<file path="src/rtl/cpu_pkg.sv">
// Shared definitions for the bus-side memory port.
//   WORD_W       datapath / bus word width
//   DEF_ADDR_W   default MAR width
//   mem_state_t  memory transaction FSM states
package cpu_pkg;

  localparam int WORD_W     = 32;
  localparam int DEF_ADDR_W = 9;

  typedef enum logic [1:0] {
    IDLE = 2'd0,
    REQ  = 2'd1,
    DONE = 2'd2
  } mem_state_t;

endpackage

</file>
<file path="src/rtl/mem_bus_port_if.sv">
// Memory-side request/acknowledge bundle between mem_bus_port and the memory.
//   mem_addr   port -> memory   word address (MAR)
//   mem_wdata  port -> memory   write data (MDR)
//   mem_req    port -> memory   request active
//   mem_we     port -> memory   1 = write, 0 = read
//   mem_rdata  memory -> port   read data, valid with mem_ack
//   mem_ack    memory -> port   current request complete
// Modports: master (the port), slave (the memory).
interface mem_bus_port_if
  import cpu_pkg::*;
#(
  parameter int ADDR_W = DEF_ADDR_W
);

  logic [ADDR_W-1:0] mem_addr;
  logic [WORD_W-1:0] mem_wdata;
  logic              mem_req;
  logic              mem_we;
  logic [WORD_W-1:0] mem_rdata;
  logic              mem_ack;

  modport master (
    output mem_addr, mem_wdata, mem_req, mem_we,
    input  mem_rdata, mem_ack
  );

  modport slave (
    input  mem_addr, mem_wdata, mem_req, mem_we,
    output mem_rdata, mem_ack
  );

endinterface

</file>
<file path="src/rtl/mem_bus_port_mdr_reg.sv">
// Memory data register with a two-way source select.
//   clock    system clock
//   clear    synchronous active-high reset, clears the register
//   bus_d    value from the shared bus
//   mem_d    value returned by memory
//   sel_mem  1 = load mem_d, 0 = load bus_d
//   en       load enable
//   q        register contents
module mdr_reg
  import cpu_pkg::*;
(
  input  logic              clock,
  input  logic              clear,
  input  logic [WORD_W-1:0] bus_d,
  input  logic [WORD_W-1:0] mem_d,
  input  logic              sel_mem,
  input  logic              en,
  output logic [WORD_W-1:0] q
);

  logic [WORD_W-1:0] mdr_reg_q;

  always_ff @(posedge clock) begin
    if (clear) begin
      mdr_reg_q <= '0;
    end else if (en) begin
      mdr_reg_q <= sel_mem ? mem_d : bus_d;
    end
  end

  assign q = mdr_reg_q;

endmodule

</file>
<file path="src/rtl/mem_bus_port.sv">
// Bus-side memory port: MAR/MDR loaded from the shared bus, one read or
// write transaction per start pulse over the memory req/ack handshake,
// MDR driven back to the bus mux.
//   clock, clear           clock and synchronous active-high reset
//   BusMuxOut              shared bus value
//   MARin / MDRin          load MAR / MDR from the bus (idle only)
//   start_read/start_write 1-cycle start pulses (read wins if both)
//   BusMuxInMDR            MDR contents for the bus mux
//   busy / done / err      status; done is a 1-cycle pulse, err flags timeout
//   mem                    memory handshake (mem_bus_port_if.master)
// Optional feature: define MEM_TIMEOUT_EN to abort a request after
// TIMEOUT_CYCLES unacknowledged REQ cycles (err=1 with done).
module mem_bus_port
  import cpu_pkg::*;
#(
  parameter int ADDR_W         = DEF_ADDR_W,
  parameter int TIMEOUT_CYCLES = 255
)(
  input  logic              clock,
  input  logic              clear,
  input  logic [WORD_W-1:0] BusMuxOut,
  input  logic              MARin,
  input  logic              MDRin,
  input  logic              start_read,
  input  logic              start_write,
  output logic [WORD_W-1:0] BusMuxInMDR,
  output logic              busy,
  output logic              done,
  output logic              err,
  mem_bus_port_if.master    mem
);

  mem_state_t        state_reg, state_next;
  logic [ADDR_W-1:0] mar_reg;
  logic              we_reg;
  logic [WORD_W-1:0] mdr_q;
  logic              start;
  logic              idle;
  logic              in_req;
  logic              timeout_hit;
  logic              mdr_en;

  assign start  = start_read | start_write;
  assign idle   = (state_reg == IDLE);
  assign in_req = (state_reg == REQ);

`ifdef MEM_TIMEOUT_EN
  // At least 8 bits, wider only if the limit needs it.
  localparam int CNT_W = (TIMEOUT_CYCLES < 256) ? 8 : $clog2(TIMEOUT_CYCLES + 1);

  logic [CNT_W-1:0] cnt_reg;
  logic             err_reg;

  // Current REQ cycle is the TIMEOUT_CYCLES-th one without an ack.
  assign timeout_hit = in_req && !mem.mem_ack &&
                       (cnt_reg == CNT_W'(TIMEOUT_CYCLES - 1));

  always_ff @(posedge clock) begin
    if (clear) begin
      cnt_reg <= '0;
      err_reg <= 1'b0;
    end else begin
      if (in_req && !mem.mem_ack) begin
        cnt_reg <= cnt_reg + 1'b1;
      end else begin
        cnt_reg <= '0;
      end
      // Only set on the abort edge, so it is 1 exactly in the DONE cycle.
      err_reg <= timeout_hit;
    end
  end

  assign err = err_reg;
`else
  // The limit has no effect when requests wait indefinitely.
  logic unused_timeout;
  assign unused_timeout = (TIMEOUT_CYCLES != 0);
  assign timeout_hit    = 1'b0;
  assign err            = 1'b0;
`endif

  always_ff @(posedge clock) begin
    if (clear) begin
      state_reg <= IDLE;
    end else begin
      state_reg <= state_next;
    end
  end

  always_comb begin
    state_next = state_reg;
    case (state_reg)
      IDLE:    if (start) state_next = REQ;
      REQ:     if (mem.mem_ack || timeout_hit) state_next = DONE;
      DONE:    state_next = IDLE;
      default: state_next = IDLE;
    endcase
  end

  // Loads are suppressed on the start edge so the transaction sees the
  // MAR/MDR values that were present before the start pulse.
  always_ff @(posedge clock) begin
    if (clear) begin
      mar_reg <= '0;
      we_reg  <= 1'b0;
    end else if (idle) begin
      if (start) begin
        we_reg <= start_write & ~start_read;
      end else if (MARin) begin
        mar_reg <= BusMuxOut[ADDR_W-1:0];
      end
    end
  end

  // Memory source only when a read is acknowledged; an aborted read leaves MDR alone.
  assign mdr_en = (idle && MDRin && !start) ||
                  (in_req && mem.mem_ack && !we_reg);

  mdr_reg u_mdr (
    .clock   (clock),
    .clear   (clear),
    .bus_d   (BusMuxOut),
    .mem_d   (mem.mem_rdata),
    .sel_mem (in_req),
    .en      (mdr_en),
    .q       (mdr_q)
  );

  assign mem.mem_addr  = mar_reg;
  assign mem.mem_wdata = mdr_q;
  assign mem.mem_req   = in_req;
  assign mem.mem_we    = we_reg;
  assign BusMuxInMDR   = mdr_q;
  assign busy          = !idle;
  assign done          = (state_reg == DONE);

endmodule

</file>
<file path="src/flat_wrapper.sv">
// flat-port wrapper written by rule: the top's interface ports become plain ports
module mem_bus_port_flat import cpu_pkg::*;
#(
  parameter int ADDR_W         = DEF_ADDR_W,
  parameter int TIMEOUT_CYCLES = 255
)
  (clock, clear, BusMuxOut, MARin, MDRin, start_read, start_write, BusMuxInMDR, busy, done, err, mem_mem_addr, mem_mem_wdata, mem_mem_req, mem_mem_we, mem_mem_rdata, mem_mem_ack);
  mem_bus_port_if #(.ADDR_W(ADDR_W)) mem_i ();
  input  logic clock;
  input  logic clear;
  input  logic [WORD_W-1:0] BusMuxOut;
  input  logic MARin;
  input  logic MDRin;
  input  logic start_read;
  input  logic start_write;
  output logic [WORD_W-1:0] BusMuxInMDR;
  output logic busy;
  output logic done;
  output logic err;
  output wire logic [$bits(mem_i.mem_addr)-1:0] mem_mem_addr;
  output wire logic [$bits(mem_i.mem_wdata)-1:0] mem_mem_wdata;
  output wire logic [$bits(mem_i.mem_req)-1:0] mem_mem_req;
  output wire logic [$bits(mem_i.mem_we)-1:0] mem_mem_we;
  input wire logic [$bits(mem_i.mem_rdata)-1:0] mem_mem_rdata;
  input wire logic [$bits(mem_i.mem_ack)-1:0] mem_mem_ack;
  assign mem_mem_addr = mem_i.mem_addr;
  assign mem_mem_wdata = mem_i.mem_wdata;
  assign mem_mem_req = mem_i.mem_req;
  assign mem_mem_we = mem_i.mem_we;
  assign mem_i.mem_rdata = mem_mem_rdata;
  assign mem_i.mem_ack = mem_mem_ack;
  mem_bus_port #(.ADDR_W(ADDR_W), .TIMEOUT_CYCLES(TIMEOUT_CYCLES)) u_core (.clock(clock), .clear(clear), .BusMuxOut(BusMuxOut), .MARin(MARin), .MDRin(MDRin), .start_read(start_read), .start_write(start_write), .BusMuxInMDR(BusMuxInMDR), .busy(busy), .done(done), .err(err), .mem(mem_i));
endmodule
</file>
<file path="config.mk">
export PLATFORM = sky130hd
export DESIGN_NAME = mem_bus_port_flat
export DESIGN_NICKNAME = d
export VERILOG_FILES = /design/src/rtl/cpu_pkg.sv /design/src/rtl/mem_bus_port_if.sv /design/src/rtl/mem_bus_port_mdr_reg.sv /design/src/rtl/mem_bus_port.sv /design/src/flat_wrapper.sv
export SDC_FILE = /design/constraint.sdc
export NUM_CORES = 1
export LEC_CHECK = 0
export ABC_AREA = 0
export CORE_MARGIN = 1
export CORE_UTILIZATION = 30
export CTS_CLUSTER_SIZE = 40
export DETAILED_ROUTE_END_ITERATION = 6
export GPL_ROUTABILITY_DRIVEN = 0
export PLACE_DENSITY = 0.67
export SYNTH_ARGS = -nofsm -noshare
export SYNTH_HDL_FRONTEND = slang
export SYNTH_SLANG_ARGS = --single-unit
</file>
<file path="constraint.sdc">
create_clock -name clock -period 1.9 [get_ports clock]
set_input_delay 0.38 -clock clock [delete_from_list [all_inputs] [get_ports clock]]
set_output_delay 0.38 -clock clock [all_outputs]
set_load 0.1 [all_outputs]
</file>
==> results_tabular.tex, run 1 <==
\begin{tabular}{lr}
\hline
Metric & Value \\
\hline
\multicolumn{2}{l}{\textbf{Detailed routing}} \\
Remaining design rule violation count & 0 \\
Drt initial violations & 32 \\
Routed Wire Length & 7130 um \\
Length of the first detailed-routing pass in iterations & 4 \\
Drt wl/cell & 15.6 um \\
Antenna viol nets, final & 0 \\
Number of vias per cell after detailed routing & 4.91 \\
Overall via count from detail\_route & 2246 \\
\multicolumn{2}{l}{\textbf{Synthesis}} \\
Number of nets produced by synthesis & 312 \\
YS warnings & 0 \\
Average size of a mapped cell & 10.3 sq um \\
Area share of and/or/nand/nor cells after synthesis & 4.64\% \\
Distinct cells, synth & 24 \\
Main synth FF type & sky130\_fd\_sc\_hd\_\_dfxtp\_1 \\
Synthesized-area fraction occupied by ao, oa, aoi and oai cells & 30.5\% \\
Share of the yosys chip area belonging to registers & 35.5\% \\
Area contributors post-synth & sky130\_fd\_sc\_hd\_\_dfxtp\_1, sky130\_fd\_sc\_hd\_\_a211oi\_2, sky130\_fd\_sc\_hd\_\_mux2i\_1 \\
EDFF count, synth & 0 \\
Proportion of synthesized area in mux cells & 12.9\% \\
Post-synth top area share & 35.5\% \\
Yosys top cell by area & sky130\_fd\_sc\_hd\_\_dfxtp\_1 \\
Share of synthesized registers carrying an async set or reset & 0\% \\
Post-synthesis instance area & 0.00248 sq mm \\
Adder-cell share of the synthesized area & 0\% \\
Main combinational cell family by area after synthesis & compound AO/OA/AOI/OAI gates \\
Register bit total from synthesis & 44 \\
Xor and xnor area share after synthesis & 0\% \\
Most instantiated cells after synthesis & sky130\_fd\_sc\_hd\_\_dfxtp\_1, sky130\_fd\_sc\_hd\_\_buf\_4, sky130\_fd\_sc\_hd\_\_a211oi\_1, sky130\_fd\_sc\_hd\_\_mux2i\_1, sky130\_fd\_sc\_hd\_\_a211oi\_2 \\
Top-count cell post-synth & sky130\_fd\_sc\_hd\_\_dfxtp\_1 \\
Gate count after technology mapping & 241 \\
\multicolumn{2}{l}{\textbf{Placement}} \\
Dpl hpwl & 5410 um \\
Count of input and output buffers & 147 \\
Cell area after placement & 0.00398 sq mm \\
\multicolumn{2}{l}{\textbf{Min path}} \\
Launch instance of the worst min-delay path & u\_core.mem.mem\_addr[0]\$\_SDFFE\_PP0P\_ \\
Number of instances on the worst hold path & 2 \\
Worst hold path type & register to register \\
Endpoint of the worst hold path & u\_core.mem.mem\_addr[0]\$\_SDFFE\_PP0P\_ \\
\multicolumn{2}{l}{\textbf{Setup path}} \\
Kind of critical path & register to primary output \\
Worst reg2reg endpoint & u\_core.mem.mem\_addr[7]\$\_SDFFE\_PP0P\_ \\
Type of origin of the critical path & register \\
Maximum fanout along the worst path & 10 \\
Cell count of the worst reg-to-reg path & 3 \\
Kind of end point of the critical path & primary output \\
Data required time of the critical path & 1.52 ns \\
R2r startpoint & u\_core.state\_reg[0]\$\_SDFFE\_PP0P\_ \\
Slowest Stage Delay on Critical Path & 0.53 ns \\
Endpoint arrival time on the critical path & 1.38 ns \\
Cell with the largest stage delay on the worst path & sky130\_fd\_sc\_hd\_\_dfxtp\_1 \\
Cell chain of the critical path & nand2b\_2, inv\_4, buf\_12 \\
Reg-to-reg setup timing slack & 0.36 ns \\
\multicolumn{2}{l}{\textbf{Timing}} \\
Maximum clock rate & 567 MHz \\
Final Hold Violating Endpoints & 0 \\
Share of the clock period used by the worst path & 92.7\% \\
Final TNS setup & 0 ns \\
Clock tree skew after final layout & 0.0106 ns \\
Unrepaired setup endpoints after global routing & false \\
Total of endpoints with negative setup slack in the final report & 0 \\
Time the worst path needs with I/O delays and setup & 1.76 ns \\
Number of slew-limit violations in the final report & 0 \\
\multicolumn{2}{l}{\textbf{Global routing}} \\
First-pass GRT wire length & 11100 um \\
Total Routing Usage GR & 16.2\% \\
Pin count of the biggest net entering global routing & 29 \\
Vias in the first global route & 2200 \\
Antenna violations before repair & 0 \\
Remaining Overflow, GRT & 0 \\
\multicolumn{2}{l}{\textbf{Floorplan}} \\
Core box area & 0.00785 sq mm \\
Starting Density & 31.6\% \\
Die Span X & 92.9 um \\
Row count & 32 \\
Vertical die dimension & 92.9 um \\
Die ar. & 0.00863 sq mm \\
Number of top-level pins & 149 \\
\multicolumn{2}{l}{\textbf{Clocking}} \\
Clock tree root driver cell & sky130\_fd\_sc\_hd\_\_clkbuf\_8 \\
Number of buffers added by the clock tree synthesis step & 5 \\
Clk Latency, worst-skew pair & 0.30 ns \\
Cts hold-fix bufs & 0 \\
Maximum clock insertion buffer count & 2 \\
Clock tree from TritonCTS & yes \\
Number of buffers inserted by post-CTS setup repair & 0 \\
Total of cells resized after clock tree synthesis & 0 \\
Maximum level of the CTS H-tree & 2 \\
Post-CTS clock slew at the launch and capture registers of the worst setup and hold paths & 0.10 ns \\
Clock tree sinks & 44 \\
\multicolumn{2}{l}{\textbf{Power and ir drop}} \\
Net Sw Frac & 47.7\% \\
Reg power frac & 28.2\% \\
Int Pwr & 2.02 mW \\
Proportion of power drawn by the clock network & 19.0\% \\
IR drop worst, VDD & 532 uV \\
Total power per unit cell area & 943 mW/mm\^{}2 \\
Combinational share of power & 52.8\% \\
Static Leak & 1.66 nW \\
Sw Pwr & 1.84 mW \\
\multicolumn{2}{l}{\textbf{Final layout}} \\
\# nets final & 425 \\
Share of post-route cells with drive strength above 1 & 39.2\% \\
Max reg flops & 32 \\
Area delta synth->final & 65.1\% \\
Antenna Cells & 0 \\
Area of all placed cells without fillers & 0.00409 sq mm \\
\multicolumn{2}{l}{\textbf{Flow run}} \\
Max capacitance violation total & 0 \\
\multicolumn{2}{l}{\textbf{Status}} \\
Status & complete, no violations \\
\hline
\end{tabular}
==> worst max-delay path, delay by kind of cell, from the launching register on <==
kind                   cells  cell delay [ns]
and+or+nand+nor            1             0.15
DFF                        1             0.53
buffers and inverters      2             0.39
==> how the worst max path moves through the flow <==
stage / startpoint / endpoint / slack, ns
2_1_floorplan: u_core.u_mdr.q[0]$_SDFFE_PP0P_ / mem_mem_wdata[0] / 0.15
3_3_place_gp: start_write / u_core.mem.mem_addr[6]$_SDFFE_PP0P_ / -0.006
3_5_place_dp: start_write / u_core.mem.mem_addr[7]$_SDFFE_PP0P_ / -0.03
4_1_cts: u_core.state_reg[0]$_SDFFE_PP0P_ / mem_mem_req / 0.13
5_1_grt: u_core.state_reg[0]$_SDFFE_PP0P_ / mem_mem_req / 0.06
6_report: u_core.state_reg[0]$_SDFFE_PP0P_ / mem_mem_req / 0.14
==> routing by layer <==
metal | track usage [%] | share of wire [%] | up-vias
met5 | 0 | 0 | -
met4 | 2.69 | 0.27 | 0
met3 | 4.11 | 6.2 | 2
met2 | 28.9 | 51 | 77
met1 | 19.7 | 43 | 1067
li1 | - | - | 1100
==> through the flow <==
step                power, mW  hold WS, ns  cells  util [%]  worst slack (ns)
global route             4.00        0.520    457      52.2            0.0584
CTS                      3.90        0.497    457      52.2             0.129
detailed placement       3.16        0.483    449      50.7           -0.0346
global placement         3.15        0.470    449      50.7          -0.00563
floorplan                2.63        0.469    241         -             0.146
finish                   3.86        0.493    457      52.2             0.138
==> layout by cell type (no fill, tap or decap), drive strengths merged, types with 2 or more instances in the layout <==
master         instances
buf                   95
clkdlybuf4s50         69
a211oi                65
dfxtp                 44
mux2i                 32
a21oi                 10
nand3                  9
o21ai                  9
clkbuf                 5
inv                    3
clkinv                 2
==> cell families (layout without fill, tap and decap cells) <==
| logic type | count (synthesis) | count (layout) |
|---|---|---|
| AO/OA/AOI/OAI | 86 | 86 |
| buffers and inverters | 61 | 175 |
| flip-flops | 44 | 44 |
| multiplexers | 32 | 32 |
| other | 1 | 1 |
| AND/OR/NAND/NOR | 17 | 17 |
==> area by class of cell <==
| cell class | instances | area, sq um |
|---|---|---|
| well taps | 102 | 128 |
| repair buffers | 164 | 1750 |
| clock buffers | 5 | 68.8 |
| multi-input cells | 136 | 1200 |
| clock inverters | 3 | 47.5 |
| fillers | 727 | 3750 |
| flip-flops and latches | 44 | 882 |
| inverters | 3 | 13.8 |
==> power groups by stage <==
stage / combinational (mW) / sequential, mW / clock, mW
2_1_floorplan: 1.01 / 1.62 / 0
3_3_place_gp: 2.04 / 1.11 / 0
3_5_place_dp: 2.05 / 1.11 / 0
4_1_cts: 2.05 / 1.09 / 0.760
5_1_grt: 2.10 / 1.10 / 0.795
6_report: 2.04 / 1.09 / 0.733
Power figures use the tool's default switching activity.
==> run 2, diff against run 1 <==
GPL_TIMING_DRIVEN = 0   (was not set)
SKIP_LAST_GASP = 1   (was not set)
==> results_tabular.tex, run 2 (same netlist as run 1, synthesis figures left out) <==
\begin{tabular}{lr}
\hline
Metric & Value \\
\hline
\multicolumn{2}{l}{\textbf{Clocking}} \\
Clock tree root driver cell & sky130\_fd\_sc\_hd\_\_clkbuf\_8 (unchanged) \\
Number of buffers added by the clock tree synthesis step & 5 (unchanged) \\
Total of cells resized after clock tree synthesis & 198 (was 0) \\
Clock tree sinks & 44 (unchanged) \\
Maximum clock insertion buffer count & 2 (unchanged) \\
Clock tree from TritonCTS & yes (unchanged) \\
Cts hold-fix bufs & 0 (unchanged) \\
Number of buffers inserted by post-CTS setup repair & 0 (unchanged) \\
Post-CTS clock slew at the launch and capture registers of the worst setup and hold paths & 0.08 ns (was 0.10 ns) \\
Clk Latency, worst-skew pair & 0.29 ns (was 0.30 ns) \\
Maximum level of the CTS H-tree & 2 (unchanged) \\
\multicolumn{2}{l}{\textbf{Detailed routing}} \\
Antenna viol nets, final & 0 (unchanged) \\
Drt initial violations & 58 (was 32) \\
Met1 Routed Length & 3240 um (was 3050 um) \\
Routed Wire Length & 7620 um (was 7130 um) \\
Number of vias per cell after detailed routing & 4.81 (was 4.91) \\
Uppermost signal routing layer after detailed routing & met4 (unchanged) \\
Routed wl met3 & 542 um (was 440 um) \\
Remaining design rule violation count & 0 (unchanged) \\
Amount of wire on met2 after detailed routing & 3790 um (was 3620 um) \\
Length of the first detailed-routing pass in iterations & 4 (unchanged) \\
Drt wl/cell & 15.4 um (was 15.6 um) \\
Overall via count from detail\_route & 2382 (was 2246) \\
\multicolumn{2}{l}{\textbf{Floorplan}} \\
Vertical die dimension & 92.9 um (unchanged) \\
Starting Density & 31.6\% (unchanged) \\
Die ar. & 0.00863 sq mm (unchanged) \\
Row count & 32 (unchanged) \\
Die Span X & 92.9 um (unchanged) \\
Core box area & 0.00785 sq mm (unchanged) \\
Number of top-level pins & 149 (unchanged) \\
\multicolumn{2}{l}{\textbf{Timing}} \\
Final TNS setup & 0 ns (unchanged) \\
Final Worst Setup Slack & 0.0273 ns (was 0.138 ns) \\
Clock tree skew after final layout & 0.00236 ns (was 0.0106 ns) \\
Number of slew-limit violations in the final report & 0 (unchanged) \\
Share of the clock period used by the worst path & 98.6\% (was 92.7\%) \\
Total of endpoints with negative setup slack in the final report & 0 (unchanged) \\
Unrepaired setup endpoints after global routing & true (was false) \\
Time the worst path needs with I/O delays and setup & 1.87 ns (was 1.76 ns) \\
Maximum clock rate & 534 MHz (was 567 MHz) \\
Worst Hold Slack & 0.483 ns (was 0.493 ns) \\
Worst slew margin & 36.2\% \\
Slew @ Worst Pin & 0.960 ns \\
Final Hold Violating Endpoints & 0 (unchanged) \\
\multicolumn{2}{l}{\textbf{Final layout}} \\
Antenna Cells & 0 (unchanged) \\
Share of post-route cells with drive strength above 1 & 40.2\% (was 39.2\%) \\
Leading cell types in the layout, fill and taps excluded & sky130\_fd\_sc\_hd\_\_clkdlybuf4s50\_1, sky130\_fd\_sc\_hd\_\_clkdlybuf4s15\_2, sky130\_fd\_sc\_hd\_\_dfxtp\_1 (was sky130\_fd\_sc\_hd\_\_clkdlybuf4s50\_1, sky130\_fd\_sc\_hd\_\_buf\_4, sky130\_fd\_sc\_hd\_\_dfxtp\_1) \\
Max reg flops & 32 (unchanged) \\
Most common library cell in the layout ignoring fill and taps & sky130\_fd\_sc\_hd\_\_clkdlybuf4s50\_1 (unchanged) \\
Number of filler instances in the final layout & 773 (was 727) \\
Fin cells & 495 (was 457) \\
Area delta synth->final & 64.5\% (was 65.1\%) \\
\# nets final & 463 (was 425) \\
Post-route core utilization & 51.9\% (was 52.2\%) \\
Area of all placed cells without fillers & 0.00408 sq mm (was 0.00409 sq mm) \\
\multicolumn{2}{l}{\textbf{Flow run}} \\
Max capacitance violation total & 0 (unchanged) \\
\multicolumn{2}{l}{\textbf{Global routing}} \\
Total Routing Usage GR & 17.5\% (was 16.2\%) \\
Vias in the first global route & 2411 (was 2200) \\
First-pass GRT wire length & 12000 um (was 11100 um) \\
Antenna violations before repair & 0 (unchanged) \\
Pin count of the biggest net entering global routing & 13 (was 29) \\
Remaining Overflow, GRT & 0 (unchanged) \\
\multicolumn{2}{l}{\textbf{Setup path}} \\
Slowest Stage Delay on Critical Path & 0.84 ns (was 0.53 ns) \\
Crit path buf inv count & 1 (was 2) \\
Endpoint arrival time on the critical path & 1.49 ns (was 1.38 ns) \\
Data required time of the critical path & 1.52 ns (about the same) \\
CP top delay family & buffers and inverters (was flip-flops) \\
Maximum fanout along the worst path & 2 (was 10) \\
Cell with the largest stage delay on the worst path & sky130\_fd\_sc\_hd\_\_clkdlybuf4s15\_1 (was sky130\_fd\_sc\_hd\_\_dfxtp\_1) \\
Kind of critical path & register to primary output (unchanged) \\
Kind of end point of the critical path & primary output (unchanged) \\
Type of origin of the critical path & register (unchanged) \\
Cell chain of the critical path & clkdlybuf4s15\_1 (was nand2b\_2, inv\_4, buf\_12) \\
\multicolumn{2}{l}{\textbf{Power and ir drop}} \\
Static Leak & 1.64 nW (was 1.66 nW) \\
Power consumption & 3.65 mW (was 3.86 mW) \\
Total power per unit cell area & 896 mW/mm\^{}2 (was 943 mW/mm\^{}2) \\
IR drop worst, VDD & 433 uV (was 532 uV) \\
\multicolumn{2}{l}{\textbf{Status}} \\
Status & complete, no violations (unchanged) \\
\multicolumn{2}{l}{\textbf{Placement}} \\
Cell area after placement & 0.00405 sq mm (was 0.00398 sq mm) \\
Dpl ws & -0.582 ns (was -0.0346 ns) \\
Dpl hpwl & 5730 um (was 5410 um) \\
Number of placed cells counting well taps & 487 (was 449) \\
Count of input and output buffers & 144 (was 147) \\
\multicolumn{2}{l}{\textbf{Min path}} \\
Worst hold path type & register to register (unchanged) \\
\hline
\end{tabular}
==> run 2: report_power, final <==
group / internal [mW] / leakage [nW] / switching (mW)
sequential: 1.00 / 0.362 / 0.0653
combinational: 0.539 / 1.23 / 1.43
clock: 0.297 / 0.0455 / 0.318
total: 1.84 / 1.64 / 1.81
==> run 2: per-layer routing <==
| layer | up-vias | track usage [%] |
|---|---|---|
| met5 | - | 0 |
| met4 | 0 | 3.08 |
| met3 | 7 | 4.76 |
| met2 | 89 | 30.9 |
| met1 | 1112 | 21.3 |
| li1 | 1174 | - |
==> run 2: worst reg2reg max path: cells and delay by family (launching register included) <==
family,cells,cell delay [ns]
simple gates,1,0.45
flops,1,0.38
compound gates,2,0.35
buf+inv,1,0.32
==> run 2: path summary, 6_finish.rpt <==
kind | slack [ns] | startpoint | to | cells after the start
setup / recovery | 0.03 | u_core.mem.mem_addr[6]$_SDFFE_PP0P_ | mem_mem_addr[6] | 1
setup reg to reg | 0.33 | u_core.state_reg[1]$_SDFFE_PP0P_ | u_core.u_mdr.q[17]$_SDFFE_PP0P_ | 4
hold reg to reg | 0.48 | u_core.mem.mem_addr[3]$_SDFFE_PP0P_ | u_core.mem.mem_addr[3]$_SDFFE_PP0P_ | 2
hold / removal | 0.48 | u_core.mem.mem_addr[3]$_SDFFE_PP0P_ | u_core.mem.mem_addr[3]$_SDFFE_PP0P_ | 2
==> run 2: layout make-up <==
| type | count | area, sq um | share of cell area (%) |
|---|---|---|---|
| flip-flops and latches | 44 | 883 | 21.7 |
| plain buffers | 58 | 388 | 9.52 |
| multi-input cells | 136 | 1200 | 29.4 |
| clock buffers | 8 | 90.1 | 2.21 |
| repair buffers | 144 | 1380 | 33.7 |
| well taps | 102 | 128 | 3.13 |
| inverters | 3 | 13.8 | 0.338 |
==> run 3, diff against run 2 <==
CAP_MARGIN = 0   (was not set)
CORE_UTILIZATION = 38   (was 30)
PLACE_DENSITY = 0.81   (was 0.67)
==> results_tabular.tex, run 3 (same netlist as run 1, synthesis figures left out) <==
\begin{tabular}{lr}
\hline
Metric & Value \\
\hline
\multicolumn{2}{l}{\textbf{Status}} \\
Status & complete, no violations (unchanged) \\
\multicolumn{2}{l}{\textbf{Global routing}} \\
Remaining Overflow, GRT & 0 (unchanged) \\
Total Routing Usage GR & 21.3\% (was 17.5\%) \\
Met1 capacity usage during global routing & 25.2\% (was 21.3\%) \\
Vias in the first global route & 2358 (was 2411) \\
Antenna violations before repair & 0 (unchanged) \\
Global routing usage on met2 & 38.4\% (was 30.9\%) \\
Met3 GRT Util & 5.05\% (was 4.76\%) \\
First-pass GRT wire length & 11100 um (was 12000 um) \\
Busiest metal layer after global routing & met2 (unchanged) \\
Pin count of the biggest net entering global routing & 13 (unchanged) \\
\multicolumn{2}{l}{\textbf{Setup path}} \\
CP top delay family & buffers and inverters (unchanged) \\
First element of the critical path & u\_core.mem.mem\_addr[6]\$\_SDFFE\_PP0P\_ (unchanged) \\
Maximum fanout along the worst path & 2 (unchanged) \\
Cell chain of the critical path & dlygate4sd2\_1 (was clkdlybuf4s15\_1) \\
Endpoint arrival time on the critical path & 1.48 ns (was 1.49 ns) \\
Slowest Stage Delay on Critical Path & 0.86 ns (was 0.84 ns) \\
Type of origin of the critical path & register (unchanged) \\
Kind of critical path & register to primary output (unchanged) \\
Cell with the largest stage delay on the worst path & sky130\_fd\_sc\_hd\_\_dlygate4sd2\_1 (was sky130\_fd\_sc\_hd\_\_clkdlybuf4s15\_1) \\
R2r startpoint & u\_core.state\_reg[1]\$\_SDFFE\_PP0P\_ (unchanged) \\
Data required time of the critical path & 1.52 ns (about the same) \\
Kind of end point of the critical path & primary output (unchanged) \\
Crit path buf inv count & 1 (unchanged) \\
\multicolumn{2}{l}{\textbf{Power and ir drop}} \\
Int Pwr & 1.86 mW (was 1.84 mW) \\
Combinational share of power & 53.5\% (was 53.9\%) \\
Net Sw Frac & 49.3\% (was 49.7\%) \\
Reg power frac & 29.2\% (about the same) \\
Static Leak & 1.65 nW (was 1.64 nW) \\
Total power per unit cell area & 910 mW/mm\^{}2 (was 896 mW/mm\^{}2) \\
IR drop worst, VDD & 471 uV (was 433 uV) \\
Proportion of power drawn by the clock network & 17.3\% (was 16.9\%) \\
Sw Pwr & 1.80 mW (was 1.81 mW) \\
\multicolumn{2}{l}{\textbf{Clocking}} \\
Post-CTS clock slew at the launch and capture registers of the worst setup and hold paths & 0.08 ns (about the same) \\
Clock tree from TritonCTS & yes (unchanged) \\
Clk Latency, worst-skew pair & 0.29 ns (about the same) \\
Number of buffers added by the clock tree synthesis step & 5 (unchanged) \\
Maximum level of the CTS H-tree & 2 (unchanged) \\
Cts hold-fix bufs & 0 (unchanged) \\
Clock tree sinks & 44 (unchanged) \\
Maximum clock insertion buffer count & 2 (unchanged) \\
Clock tree root driver cell & sky130\_fd\_sc\_hd\_\_clkbuf\_8 (unchanged) \\
\multicolumn{2}{l}{\textbf{Detailed routing}} \\
Remaining design rule violation count & 0 (unchanged) \\
Routed Wire Length & 7280 um (was 7620 um) \\
Drt initial violations & 63 (was 58) \\
Overall via count from detail\_route & 2416 (was 2382) \\
Antenna viol nets, final & 0 (unchanged) \\
Drt wl/cell & 15.5 um (was 15.4 um) \\
Length of the first detailed-routing pass in iterations & 4 (unchanged) \\
Number of vias per cell after detailed routing & 5.15 (was 4.81) \\
\multicolumn{2}{l}{\textbf{Timing}} \\
Unrepaired setup endpoints after global routing & true (unchanged) \\
Worst slew margin & 35.4\% (was 36.2\%) \\
Share of the clock period used by the worst path & 98.0\% (was 98.6\%) \\
Slew @ Worst Pin & 0.974 ns (was 0.960 ns) \\
Maximum clock rate & 537 MHz (was 534 MHz) \\
Clock tree skew after final layout & 0.00448 ns (was 0.00236 ns) \\
Number of slew-limit violations in the final report & 0 (unchanged) \\
Total of endpoints with negative setup slack in the final report & 0 (unchanged) \\
Time the worst path needs with I/O delays and setup & 1.86 ns (was 1.87 ns) \\
Final Hold Violating Endpoints & 0 (unchanged) \\
\multicolumn{2}{l}{\textbf{Final layout}} \\
\# nets final & 463 (unchanged) \\
Antenna Cells & 0 (unchanged) \\
Max reg flops & 32 (unchanged) \\
Leading cell types in the layout, fill and taps excluded & sky130\_fd\_sc\_hd\_\_clkdlybuf4s50\_1, sky130\_fd\_sc\_hd\_\_dfxtp\_1, sky130\_fd\_sc\_hd\_\_clkdlybuf4s15\_2 (was sky130\_fd\_sc\_hd\_\_clkdlybuf4s50\_1, sky130\_fd\_sc\_hd\_\_clkdlybuf4s15\_2, sky130\_fd\_sc\_hd\_\_dfxtp\_1) \\
Most common library cell in the layout ignoring fill and taps & sky130\_fd\_sc\_hd\_\_clkdlybuf4s50\_1 (unchanged) \\
Area of all placed cells without fillers & 0.00402 sq mm (was 0.00408 sq mm) \\
Area delta synth->final & 62.2\% (was 64.5\%) \\
Post-route core utilization & 63.7\% (was 51.9\%) \\
Share of post-route cells with drive strength above 1 & 40.1\% (was 40.2\%) \\
\multicolumn{2}{l}{\textbf{Floorplan}} \\
Starting Density & 39.3\% (was 31.6\%) \\
Row count & 29 (was 32) \\
Die ar. & 0.00685 sq mm (was 0.00863 sq mm) \\
Core box area & 0.00631 sq mm (was 0.00785 sq mm) \\
Die Span X & 82.8 um (was 92.9 um) \\
Vertical die dimension & 82.8 um (was 92.9 um) \\
Number of top-level pins & 149 (unchanged) \\
\multicolumn{2}{l}{\textbf{Flow run}} \\
Max capacitance violation total & 0 (unchanged) \\
\multicolumn{2}{l}{\textbf{Placement}} \\
Cell area after placement & 0.00402 sq mm (was 0.00405 sq mm) \\
Count of input and output buffers & 144 (unchanged) \\
Dpl hpwl & 5490 um (was 5730 um) \\
\multicolumn{2}{l}{\textbf{Min path}} \\
Worst hold path type & register to register (unchanged) \\
Launch instance of the worst min-delay path & u\_core.mem.mem\_addr[6]\$\_SDFFE\_PP0P\_ (was u\_core.mem.mem\_addr[3]\$\_SDFFE\_PP0P\_) \\
\hline
\end{tabular}
run 3: changes by cell type in the layout (fill, tap and decap cells not counted), sizes merged:
cell,before,now
clkdlybuf4s15,50,44
clkbuf,41,44
dlygate4sd2,2,4
run 3: metrics by stage:
step | hold WS, ns | setup WS [ns] | TNS [ns] | total power [mW] | std cells
after floorplan | 0.469 | 0.146 | 0 | 2.63 | 241
after global placement | 0.465 | -0.559 | -4.79 | 3.11 | 462
after detailed placement | 0.472 | -0.573 | -5.94 | 3.13 | 462
after CTS | 0.488 | -0.196 | -0.196 | 3.70 | 469
after global routing | 0.505 | -0.00504 | -0.00504 | 3.80 | 469
final | 0.489 | 0.0385 | 0 | 3.66 | 469
run 3: routing by layer:
metal	vias to the layer above	wire length (um)
met1	1137	2950
met2	94	3680
met4	0	72
met3	8	571
met5	-	0
li1	1177	-
run 3: layout make-up:
| cell class | instances | area (sq um) |
|---|---|---|
| multi-input cells | 136 | 1200 |
| plain buffers | 58 | 388 |
| fillers | 591 | 2290 |
| repair buffers | 144 | 1350 |
| flip-flops and latches | 44 | 883 |
| inverters | 3 | 13.8 |
| well taps | 77 | 96.3 |
| clock buffers | 7 | 96.3 |
run 3: worst paths after layout:
kind / to / slack, ns / depth (start not counted)
setup / recovery: mem_mem_addr[6] / 0.04 / 1
setup reg to reg: u_core.mem.mem_addr[2]$_SDFFE_PP0P_ / 0.29 / 4
hold / removal: u_core.mem.mem_addr[6]$_SDFFE_PP0P_ / 0.49 / 2
hold reg to reg: u_core.mem.mem_addr[6]$_SDFFE_PP0P_ / 0.49 / 2
run 3: power by group through the flow:
stage / sequential (mW) / clock [mW] / combinational, mW
2_1_floorplan: 1.62 / 0 / 1.01
3_3_place_gp: 1.09 / 0 / 2.03
3_5_place_dp: 1.09 / 0 / 2.04
4_1_cts: 1.07 / 0.639 / 1.99
5_1_grt: 1.08 / 0.683 / 2.04
6_report: 1.07 / 0.632 / 1.96
run 3: what timing repair did:
item / in CTS / in global routing
buffers inserted: 0 / 0
cloned: 0 / 0
setup endpoints to repair: 77 / 34
resized for setup: 190 / 37
